--- src/rtl/updown_counter_hexdisp.sv ---
// Modulo-N up/down counter advanced by an internal prescaler tick, with its value
// shown as hex digits on time-multiplexed active-low 7-segment displays.
module updown_counter_hexdisp #(
  parameter int WIDTH      = 8,
  parameter int MODULO     = 256,
  parameter int DIV_TIMES  = 100000000,
  parameter int SCAN_TIMES = 100000
) (
  input  logic                       CLK,
  input  logic                       rst_n,
  input  logic                       iEn,
  input  logic                       iUp,
  input  logic                       iClr,
  input  logic                       iLoad,
  input  logic [WIDTH-1:0]           iLoadData,
  output logic [WIDTH-1:0]           oQ,
  output logic                       oCarry,
  output logic                       oTick,
  output logic [(WIDTH+3)/4-1:0]     oAn,
  output logic [6:0]                 oDisplay
);

  localparam int DIGITS = (WIDTH + 3) / 4;
  localparam int PAD_W  = DIGITS * 4;
  localparam int DIV_W  = (DIV_TIMES > 1) ? $clog2(DIV_TIMES) : 1;
  localparam int SCAN_W = (SCAN_TIMES > 1) ? $clog2(SCAN_TIMES) : 1;
  localparam int IDX_W  = (DIGITS > 1) ? $clog2(DIGITS) : 1;

  localparam logic [WIDTH-1:0]  MAX_VAL  = WIDTH'(MODULO - 1);
  localparam logic [DIV_W-1:0]  DIV_MAX  = DIV_W'(DIV_TIMES - 1);
  localparam logic [SCAN_W-1:0] SCAN_MAX = SCAN_W'(SCAN_TIMES - 1);
  localparam logic [IDX_W-1:0]  IDX_MAX  = IDX_W'(DIGITS - 1);
  localparam logic [DIGITS-1:0] AN_RST   = ~DIGITS'(1);

  logic [DIV_W-1:0]  div_q, div_d;
  logic              tick_q, tick_d;
  logic [WIDTH-1:0]  q_q, q_d;
  logic              carry_q, carry_d;
  logic [SCAN_W-1:0] scan_q, scan_d;
  logic [IDX_W-1:0]  idx_q, idx_d;
  logic [DIGITS-1:0] an_q, an_d;

  logic              tick;
  logic              scan_wrap;
  logic [WIDTH-1:0]  load_val;
  logic [PAD_W-1:0]  q_pad;
  logic [3:0]        nibble;
  logic [6:0]        seg;

  assign tick = (div_q == DIV_MAX);

  // A clear restarts the prescaler and swallows the tick on that edge.
  always_comb begin
    div_d  = div_q;
    tick_d = tick & ~iClr;
    if (iClr) begin
      div_d = '0;
    end else if (tick) begin
      div_d = '0;
    end else begin
      div_d = div_q + DIV_W'(1);
    end
  end

  always_comb begin
    q_d      = q_q;
    carry_d  = 1'b0;
    load_val = (iLoadData > MAX_VAL) ? MAX_VAL : iLoadData;
    if (iClr) begin
      q_d = '0;
    end else if (iLoad) begin
      q_d = load_val;
    end else if (tick && iEn) begin
      if (iUp) begin
        if (q_q == MAX_VAL) begin
          q_d     = '0;
          carry_d = 1'b1;
        end else begin
          q_d = q_q + WIDTH'(1);
        end
      end else begin
        if (q_q == '0) begin
          q_d     = MAX_VAL;
          carry_d = 1'b1;
        end else begin
          q_d = q_q - WIDTH'(1);
        end
      end
    end
  end

  // Digit select is decoded from the next index so oAn always matches idx_q.
  always_comb begin
    scan_wrap = (scan_q == SCAN_MAX);
    scan_d    = scan_wrap ? '0 : scan_q + SCAN_W'(1);
    idx_d     = idx_q;
    if (scan_wrap) begin
      idx_d = (idx_q == IDX_MAX) ? '0 : idx_q + IDX_W'(1);
    end
    an_d = '1;
    for (int i = 0; i < DIGITS; i++) begin
      an_d[i] = (idx_d != IDX_W'(i));
    end
  end

  always_comb begin
    q_pad               = '0;
    q_pad[WIDTH-1:0]    = q_q;
    nibble              = 4'h0;
    for (int i = 0; i < DIGITS; i++) begin
      if (idx_q == IDX_W'(i)) begin
        nibble = q_pad[i*4 +: 4];
      end
    end
  end

  always_comb begin
    seg = 7'b1111111;
    case (nibble)
      4'h0: seg = 7'b1000000;
      4'h1: seg = 7'b1111001;
      4'h2: seg = 7'b0100100;
      4'h3: seg = 7'b0110000;
      4'h4: seg = 7'b0011001;
      4'h5: seg = 7'b0010010;
      4'h6: seg = 7'b0000010;
      4'h7: seg = 7'b1111000;
      4'h8: seg = 7'b0000000;
      4'h9: seg = 7'b0010000;
      4'hA: seg = 7'b0001000;
      4'hB: seg = 7'b0000011;
      4'hC: seg = 7'b1000110;
      4'hD: seg = 7'b0100001;
      4'hE: seg = 7'b0000110;
      4'hF: seg = 7'b0001110;
      default: seg = 7'b1111111;
    endcase
  end

  always_ff @(posedge CLK or negedge rst_n) begin
    if (!rst_n) begin
      div_q   <= '0;
      tick_q  <= 1'b0;
      q_q     <= '0;
      carry_q <= 1'b0;
      scan_q  <= '0;
      idx_q   <= '0;
      an_q    <= AN_RST;
    end else begin
      div_q   <= div_d;
      tick_q  <= tick_d;
      q_q     <= q_d;
      carry_q <= carry_d;
      scan_q  <= scan_d;
      idx_q   <= idx_d;
      an_q    <= an_d;
    end
  end

  assign oQ       = q_q;
  assign oCarry   = carry_q;
  assign oTick    = tick_q;
  assign oAn      = an_q;
  assign oDisplay = seg;

endmodule

--- config.mk ---
export PLATFORM = sky130hd
export DESIGN_NAME = updown_counter_hexdisp
export DESIGN_NICKNAME = d
export VERILOG_FILES = /design/src/rtl/updown_counter_hexdisp.sv
export SDC_FILE = /design/constraint.sdc
export NUM_CORES = 1
export LEC_CHECK = 0
export ABC_AREA = 1
export CORE_MARGIN = 4
export CORE_UTILIZATION = 30
export DETAILED_ROUTE_END_ITERATION = 8
export PLACE_DENSITY_LB_ADDON = 0.1
export REMOVE_ABC_BUFFERS = 1
export SLEW_MARGIN = 15
export SYNTH_ARGS = -nofsm -noshare
export SYNTH_HDL_FRONTEND = slang
export SYNTH_SLANG_ARGS = --single-unit
export TNS_END_PERCENT = 100
--- constraint.sdc ---
create_clock -name CLK -period 2.5 [get_ports CLK]
set_input_delay 0.375 -clock CLK [delete_from_list [all_inputs] [get_ports CLK]]
set_output_delay 0.375 -clock CLK [all_outputs]
set_load 0.01 [all_outputs]
==> results.sh <==
export IMPL_layout_commonest_cell="nand2_1"
export IMPL_wire_length_of_the_first_global_routing_pass_mm=17.5
export IMPL_timing_critical_path_to_type="output port"
export IMPL_post_layout_nonfiller_instances=778
export IMPL_critical_setup_path_class="reg2out"
export IMPL_core_rowCount=41
export IMPL_min_period_ns=2.36
export IMPL_rr_endpoint="div_q[8]"
export IMPL_reg2reg_slack_ns=0.52
export IMPL_grt_setup_unrepaired="no"
export IMPL_post_place_cells=769
export IMPL_p_comb_share_pct=19.5
export IMPL_grt_usage_pct=14.5
export IMPL_finalCritPeriodShare_pct=94.4
export IMPL_hp_class="in2async"
export IMPL_post_synth_inst_count=562
export IMPL_placement_cell_area_sq_mm=0.00449
export IMPL_final_core_util_pct=36.8
export IMPL_slew_headroom_pct=64.9
export IMPL_buffer_ports_inserted=32
export IMPL_final_critical_path_setup_slack_ns=0.139
export IMPL_globalRoute_totalOverflow=0
export IMPL_p_sw_mw=0.581
export IMPL_insertion_delay_ns=0.29
export IMPL_drtPass1Iterations=5
export IMPL_routed_wire_length_per_instance_microns=13.2
export IMPL_syn_to_final_growth_pct=19.2
export IMPL_drv_slew=0
export IMPL_clock_tree_root_cell="clkbuf_16"
export IMPL_clk_path_buf_depth=2
export IMPL_die_h_microns=122
export IMPL_ys_seq_area_share_pct=35.9
export IMPL_post_synth_instance_area_sq_mm=0.00391
export IMPL_drtAntennaViolNets=0
export IMPL_ctsHtreeMaxLevel=2
export IMPL_cts_tree="yes"
export IMPL_synth_async_sr_flop_share_pct=100
export IMPL_cp_arrival_ns=1.99
export IMPL_post_route_drc=0
export IMPL_cts_inserted_buffers=5
export IMPL_run_status="finished clean"
export IMPL_antenna_cells=0
export IMPL_place_congestion=0.867
export IMPL_cp_start_kind="flip-flop"
export IMPL_start_util_pct=30.9
export IMPL_cts_hold_repair_buffers=0
export IMPL_ios=33
export IMPL_clkSinkCount=56
export IMPL_drt_wl_total_mm=10.3
export IMPL_filler_cell_count=1356
export IMPL_timing_fmax_mhz=424
export IMPL_number_of_antenna_violations_at_the_first_check_in_global_routing=0
export IMPL_internal_power_mw=1.52
export IMPL_irDropWorstVdd_v=0.000247
export IMPL_final_seq_area_sq_mm=0.00140
export IMPL_worst_margin_slew_ns=0.526
export IMPL_synth_warnings=0
export IMPL_setup_tns_final_ns=0
export IMPL_total_leakage_power_nw=2.11
export IMPL_share_of_power_burned_in_registers_pct=44.5
export IMPL_detailedPlace_worstSlack_ns=0.168
export IMPL_via_count=3658
export IMPL_grt_max_degree=40
export IMPL_layout_common_cells="nand2_1, nor2_1, inv_1, dfrtp_1, nand3_1"
export IMPL_drt_iter0_markers=327
export IMPL_ys_types=38
export IMPL_worstPathMaxFanout=6
export IMPL_design_die_area_sq_mm=0.0149
export IMPL_clkSlewWorstSetupHoldPaths_ns=0.08
export IMPL_synth_avg_cell_area_sq_um=6.96
export IMPL_routed_via_density=4.70
export IMPL_core_region_area_sq_mm=0.0127
export IMPL_critical_path_required_ns=2.12
export IMPL_width_of_the_die_microns=122
export IMPL_finalNetCount=631
export IMPL_pwr_cell_area_mw_per_mm2=450
export IMPL_timing_final_setup_violations=0
export IMPL_ys_dominant_reg_cell="dfrtp_1"
export IMPL_share_clk_of_total_power_pct=36.1
export IMPL_multi_input_area_sq_mm=0.00218
export IMPL_r2r_start="div_q[0]"
export IMPL_number_of_enable_flip_flop_cells_after_synthesis=0
export IMPL_drive_gt1_share_pct=10.4
export IMPL_hpwlAfterDp_mm=8.05
export IMPL_max_cap_violations=0
export IMPL_finalInstanceArea_sq_mm=0.00466
export IMPL_skew_ns=0.00862
export IMPL_p_sw_share_pct=27.7
export IMPL_grt_pass1_vias=3503
export IMPL_yosys_register_bits=56
export IMPL_worst_r2r_cell_count=8
export IMPL_hold_viol_final=0
==> registers in the layout, indices dropped and copies added, names as in the netlist <==
name / cells
oQ: 8
scan_q: 17
div_q: 27
oAn: 2
oCarry: 1
oTick: 1
==> kinds of logic (layout without fill, tap and decap cells) <==
kind of cell | count (synthesis) | count (layout) | synth area share (%)
buffers and inverters | 86 | 130 | 8.67
xor gates and xnor gates | 20 | 20 | 4.48
adders and majority gates | 12 | 12 | 3.84
and+or+nand+nor | 337 | 337 | 40.1
AOI/OAI and AO/OA | 51 | 51 | 7.07
DFF | 56 | 56 | 35.9
==> per-layer routing <==
metal	routed length, microns	GRT usage [%]	up-vias
met3	503	2.23	5
met5	0	0	-
met2	4700	23.4	80
met4	74	2.31	0
li1	-	-	1874
met1	5000	21.0	1699
==> stage by stage <==
stage	total power, mW	hold slack, ns
after floorplan	1.17	0.0794
after global placement	1.38	0.454
after detailed placement	1.38	0.451
after CTS	2.14	0.160
after global routing	2.22	0.188
final	2.10	0.123
==> area by class of cell <==
cell class | instances | share of cell area [%]
sequential | 56 | 30.1
tap | 172 | 4.61
inverter | 74 | 5.96
timing repair buffer | 48 | 9.15
clock buffer | 8 | 3.35
multi-input combinational | 420 | 46.8
==> synthesized netlist by cell type (2+ instances only) <==
cell / count / share of area, %
nand2_1: 139 / 13
nor2_1: 87 / 8.3
inv_1: 68 / 6.5
dfrtp_1: 55 / 35
nand3_1: 41 / 5.2
nor3_1: 22 / 2.8
a21oi_1: 18 / 2.3
xor2_1: 17 / 3.8
o21ai_0: 16 / 2.0
ha_1: 12 / 3.8
nand4_1: 11 / 1.8
o21ai_1: 8 / 1.0
buf_2: 7 / 0.90
nor2_4: 7 / 2.0
inv_2: 6 / 0.58
nand2_4: 4 / 1.2
nor4_1: 4 / 0.64
or2_2: 4 / 0.64
nand2_2: 3 / 0.48
nand3_2: 3 / 0.77
nor2_2: 3 / 0.48
nor3b_1: 3 / 0.58
xnor2_1: 3 / 0.67
a22oi_1: 2 / 0.38
a31oi_1: 2 / 0.32
buf_4: 2 / 0.38
clkbuf_1: 2 / 0.19
nor3_2: 2 / 0.51
nor3b_2: 2 / 0.64
==> worst max-delay path by stage <==
stage | slack (ns) | depth (start not counted) | endpoint | start
final | 0.14 | 8 | oDisplay[3] | oAn[0]
after global routing | 0.02 | 9 | oDisplay[6] | oQ[5]
after CTS | 0.15 | 7 | oDisplay[6] | oAn[0]
after detailed placement | 0.17 | 8 | oDisplay[3] | oAn[0]
after global placement | 0.21 | 8 | oDisplay[3] | oAn[0]
after floorplan | 0.47 | 5 | oDisplay[6] | oAn[0]
==> power by group through the flow <==
stage / registers (mW) / logic [mW] / clock network, mW
final: 0.934 / 0.410 / 0.757
after global placement: 0.951 / 0.425 / 0
after floorplan: 0.973 / 0.194 / 0
after detailed placement: 0.951 / 0.425 / 0
after CTS: 0.934 / 0.414 / 0.788
after global routing: 0.936 / 0.462 / 0.825
==> critical path: stages, from the launching register on <==
cell	delay, ns
dfrtp_1	0.43
nand2_1	0.08
o21ai_0	0.07
buf_4	0.17
ha_1	0.32
a21oi_2	0.17
o21ai_0	0.12
nand2_1	0.08
dlygate4sd2_1	0.26
==> what timing repair did <==
action / in CTS / in global routing
gates resized for setup: 10 / 0
endpoints found under the setup margin: 7 / 0
buffers inserted: 1 / 0
Power figures use the tool's default switching activity.
